===== src/rtl/cozy_regfile_arbiter_pkg.sv =====
// Shared definitions for the register-file rD-port arbiter: state encodings
// and the range of registers cleared after reset.
package cozy_regfile_arbiter_pkg;

  typedef enum logic [1:0] {
    ST_INIT = 2'd0,
    ST_RUN  = 2'd1,
    ST_DBG  = 2'd2,
    ST_ACK  = 2'd3
  } state_e;

  localparam logic [3:0] CLR_FIRST = 4'd1;
  localparam logic [3:0] CLR_LAST  = 4'd15;

endpackage


===== src/rtl/cozy_regfile_arbiter.sv =====
// Owns the register file rD port: clears R1-R15 after reset, then shares the
// port between the CPU (default priority) and a starvation-bounded debug port.
module cozy_regfile_arbiter
  import cozy_regfile_arbiter_pkg::*;
#(
  parameter int unsigned STARVE_LIMIT = 8
) (
  input  logic        clk,
  input  logic        rst,
  input  logic        cpu_en,
  input  logic [3:0]  cpu_rD_sel,
  input  logic        cpu_rD_we,
  input  logic [15:0] cpu_rD_in,
  input  logic [3:0]  cpu_rS_sel,
  output logic [15:0] cpu_rD_out,
  output logic [15:0] cpu_rS_out,
  output logic        cpu_stall,
  input  logic        dbg_req,
  input  logic        dbg_we,
  input  logic [3:0]  dbg_sel,
  input  logic [15:0] dbg_wdata,
  output logic        dbg_ack,
  output logic [15:0] dbg_rdata,
  output logic        init_busy,
  output logic [3:0]  rf_rD_sel,
  output logic        rf_rD_we,
  output logic [15:0] rf_rD_in,
  output logic [3:0]  rf_rS_sel,
  input  logic [15:0] rf_rD_out,
  input  logic [15:0] rf_rS_out,
  output logic [1:0]  dbg_state
);

  localparam logic [7:0] STARVE_LAST = 8'(STARVE_LIMIT - 1);

  // Handshake: dbg_req rises with dbg_we/dbg_sel/dbg_wdata stable; dbg_ack
  // stays high until dbg_req falls, and each request yields one access.
  state_e      state_q, state_d;
  logic [3:0]  clr_cnt_q, clr_cnt_d;
  logic [7:0]  starve_q, starve_d;
  logic [15:0] dbg_rdata_q, dbg_rdata_d;
  logic [15:0] dbg_capture;

  // R0 always reads as zero; a write is observed as the value written.
  always_comb begin
    if (dbg_sel == 4'd0)  dbg_capture = 16'h0000;
    else if (dbg_we)      dbg_capture = dbg_wdata;
    else                  dbg_capture = rf_rD_out;
  end

  always_comb begin
    state_d     = state_q;
    clr_cnt_d   = clr_cnt_q;
    starve_d    = starve_q;
    dbg_rdata_d = dbg_rdata_q;
    case (state_q)
      ST_INIT: begin
        clr_cnt_d = clr_cnt_q + 4'd1;
        if (clr_cnt_q == CLR_LAST) begin
          state_d   = ST_RUN;
          clr_cnt_d = CLR_FIRST;
        end
      end
      ST_RUN: begin
        if (dbg_req && (!cpu_en || starve_q == STARVE_LAST)) begin
          state_d  = ST_DBG;
          starve_d = 8'd0;
        end else if (dbg_req && cpu_en) begin
          starve_d = starve_q + 8'd1;
        end
      end
      ST_DBG: begin
        dbg_rdata_d = dbg_capture;
        state_d     = ST_ACK;
      end
      default: begin
        if (!dbg_req) state_d = ST_RUN;
      end
    endcase
  end

  always_ff @(posedge clk or posedge rst) begin
    if (rst) begin
      state_q     <= ST_INIT;
      clr_cnt_q   <= CLR_FIRST;
      starve_q    <= 8'd0;
      dbg_rdata_q <= 16'h0000;
    end else begin
      state_q     <= state_d;
      clr_cnt_q   <= clr_cnt_d;
      starve_q    <= starve_d;
      dbg_rdata_q <= dbg_rdata_d;
    end
  end

  always_comb begin
    rf_rD_sel = cpu_rD_sel;
    rf_rD_we  = cpu_rD_we & cpu_en;
    rf_rD_in  = cpu_rD_in;
    case (state_q)
      ST_INIT: begin
        rf_rD_sel = clr_cnt_q;
        rf_rD_we  = 1'b1;
        rf_rD_in  = 16'h0000;
      end
      ST_DBG: begin
        rf_rD_sel = dbg_sel;
        rf_rD_we  = dbg_we;
        rf_rD_in  = dbg_wdata;
      end
      default: ;
    endcase
  end

  assign rf_rS_sel  = cpu_rS_sel;
  assign cpu_rD_out = rf_rD_out;
  assign cpu_rS_out = rf_rS_out;
  assign cpu_stall  = (state_q == ST_INIT) || (state_q == ST_DBG);
  assign init_busy  = (state_q == ST_INIT);
  assign dbg_ack    = (state_q == ST_ACK);
  assign dbg_rdata  = dbg_rdata_q;
  assign dbg_state  = state_q;

endmodule


===== config.mk =====
export PLATFORM = sky130hd
export DESIGN_NAME = cozy_regfile_arbiter
export DESIGN_NICKNAME = d
export VERILOG_FILES = /design/src/rtl/cozy_regfile_arbiter_pkg.sv /design/src/rtl/cozy_regfile_arbiter.sv
export SDC_FILE = /design/constraint.sdc
export NUM_CORES = 1
export LEC_CHECK = 0
export ABC_AREA = 1
export BUFFER_PORTS_ARGS = -buffer_cell sky130_fd_sc_hd__buf_2
export CORE_ASPECT_RATIO = 0.75
export CORE_MARGIN = 5
export CORE_UTILIZATION = 44
export DETAILED_ROUTE_END_ITERATION = 8
export PLACE_DENSITY = 0.85
export SYNTH_ARGS = -nofsm -noshare
export SYNTH_HDL_FRONTEND = slang
export SYNTH_SLANG_ARGS = --single-unit

===== constraint.sdc =====
create_clock -name clk -period 3.8 [get_ports clk]
set_input_delay 0.38 -clock clk [delete_from_list [all_inputs] [get_ports clk]]
set_output_delay 0.38 -clock clk [all_outputs]
set_load 0.1 [all_outputs]

==> reports/qor.yml <==
status: "finished, final reports clean"
ioPinCount: 160
coreArea_um2: 4550
cts.sinks: 30
synth_flop_cell: "dfrtp_1"
finalCriticalPeriod_ns: 2.88
cts_resized: 0
post-cts-setup-buffer-count: 0
period_share_pct: 75.7
synth_seq_cells: 30
critPathRequiredTime_ns: 3.42
r2r_setup_slack_ns: 1.89
io_buffers: 119
cts_tree: "built"
synthSimpleGateAreaFrac_pct: 20.5
synth_compound_area_share_pct: 16.0
setup_viol: 0
hold_slack_ns: 0.168
critPathCapture: "rf_rD_in[7]"
drive_gt1_share_pct: 39.7
dp_hpwl_um: 4290
cp_common_cell: "inv_1"
yosysSeqAreaShare_pct: 35.6
drv_slew: 0
synth_edf_count: 0
cpPeakStageDelay_ns: 0.49
timing.rr.start: "dbg_state[0]$_DFFE_PP0P_"
arrival_ns: 2.50
yosys_warnings: 0
antenna_found_initial: 0
diodes: 0
grt_remaining_overflow: 0
grt_pass1_vias: 1998
die_x_um: 90.0
rows: 21
path_cells: "inv_1 -> ha_1 -> inv_1 -> o21ai_0 -> buf_2"
routed_via_density: 4.87
hold_viol: 0
synthMuxAreaShare_pct: 1.89
slew_headroom_pct: 41.5
synthXorXnorAreaFrac_pct: 1.24
cts_buffers: 5
dieArea_um2: 6310
clock_latency_ns: 0.27
syn_avg_cell_area_um2: 7.66
path_max_fanout: 31
async_reset_ff_share_pct: 100
place_area_um2: 2470
path_clk_slew_ns: 0.07
r2r-end: "dbg_rdata[12]$_DFFE_PP0N_"
grt_pass1_wl_um: 9140
synth_cell_types: 30
grt_max_degree: 32
wl_um: 5480
worst_slew_pin_slew_ns: 0.877
worst_clock_skew_ns: 0.00367
clk_path_buf_depth: 2
fin_ws_ns: 0.923
h-tree-depth: 2
die_y_um: 70.0
place_congestion: 0.793
ant_nets: 0
grt_util_all_layers_pct: 17.3
reg2reg_depth: 5
wl_per_cell_um: 13.2
dr.pass1.iters: 4
fmax_ghz: 0.348
syn_to_final_growth_pct: 21.2
path_class: "flip-flop to output port"
synth_nets: 365
synthesis.area_um2: 2110
synth-adder-area-share_pct: 4.14
slowest_stage: "inv_1"
placed_cells: 407
initial_core_util_pct: 46.5
hp-class: "primary input to async pin"
vias: 2021
nets: 446
crit_start: "dbg_state[0]$_DFFE_PP0P_"
end_kind: "output port"
finalNonFillerCells: 415
pre_cts_slack_ns: 1.21
postCtsHoldBufs: 0
maxCapViolCount: 0
synthesis.instances: 276
cts_root_buf: "clkbuf_8"
critPathLaunchType: "flip-flop"
initialDrtViolationCount: 100
rsz0062_at_grt: "no"
synth_top_family_by_area: "buffers and inverters"
final_area_um2: 2560
post-route-drc-count: 0
## stage by stage
| step | TNS [ns] | util, % |
|---|---|---|
| 3_5_place_dp | 0 | 54.4 |
| 3_3_place_gp | 0 | 54.4 |
| 5_1_grt | 0 | 56.4 |
| 2_1_floorplan | -3.62 | - |
| 6_report | 0 | 56.4 |
| 4_1_cts | 0 | 56.4 |
## how the worst min path moves through the flow
stage	end	slack (ns)
after floorplan	clr_cnt_q[1]$_DFFE_PP0P_	0.47
after CTS	starve_q[0]$_DFFE_PP0P_	0.17
final	starve_q[0]$_DFFE_PP0P_	0.17
after detailed placement	dbg_rdata[3]$_DFFE_PP0N_	0.47
after global placement	dbg_rdata[8]$_DFFE_PP0N_	0.46
after global routing	starve_q[0]$_DFFE_PP0P_	0.21
## final cells by class
class,instances,area (µm²)
Inverter,30,113
Sequential cell,30,752
Clock buffer,7,86.3
Fill cell,430,1980
Clock inverter,1,5.00
Timing Repair Buffer,121,611
Multi-Input combinational cell,169,925
Tap cell,57,71.3
## cells by family after synthesis
| logic type | Yosys count |
|---|---|
| muxes | 4 |
| xor gates and xnor gates | 3 |
| DFF | 30 |
| AOI/OAI and AO/OA | 60 |
| adders and majority gates | 7 |
| buffers and inverters | 77 |
| and+or+nand+nor | 95 |
## sequential cells by signal, indices dropped and copies added, names as in the netlist
name and flops:
dbg_rdata 16, starve_q 8, dbg_state 2, clr_cnt_q 4
## synthesized netlist by cell type (2+ instances only)
cell type | instances | area (µm²)
xor2_1 | 3 | 26.3
nand2_2 | 4 | 25.0
nand2_1 | 61 | 229
inv_1 | 28 | 105
o21ai_2 | 2 | 17.5
clkbuf_1 | 2 | 7.51
mux2i_1 | 4 | 40.0
nor2_1 | 7 | 26.3
nand4_1 | 4 | 25.0
nor3_1 | 2 | 10.0
dfrtp_1 | 29 | 726
ha_1 | 7 | 87.6
a22oi_1 | 2 | 15.0
o21ai_0 | 45 | 225
buf_4 | 37 | 278
buf_2 | 8 | 40.0
a22o_1 | 4 | 35.0
nor2_2 | 2 | 12.5
nand3_1 | 11 | 55.1
a21oi_1 | 4 | 20.0
## cells in the final DEF, fill, tap and decap left out, types with 2 or more instances in the layout
cell,netlist,routed
nor2_2,2,2
nand3_1,11,11
inv_1,28,28
ha_1,7,7
a22oi_1,2,2
xor2_1,3,3
buf_2,8,119
o21ai_2,2,2
o21ai_1,0,4
clkbuf_8,0,6
nor3_1,2,2
mux2i_1,4,4
nor2_1,7,7
dfrtp_1,29,29
o21ai_0,45,41
nand2_1,61,61
a21oi_1,4,4
nand2_2,4,4
nand4_1,4,4
a22o_1,4,4
buf_4,37,2
## worst max-delay path: cells and delay by family, from the launching register on
kind            cells  cell delay [ns]
buf+inv             3             1.06
flops               1             0.44
fa+ha+maj           1             0.38
compound gates      1             0.32
## per-layer routing
metal / share of wire, % / track usage (%) / up-vias
li1: - / - / 1021
met1: 42 / 20.5 / 892
met2: 46 / 28.9 / 99
met3: 10 / 6.44 / 9
met4: 1.5 / 6.12 / 0
met5: 0 / 0 / -
Power is not shown: default switching activity piles up to over one toggle a cycle in this logic, so the estimate is an artifact.
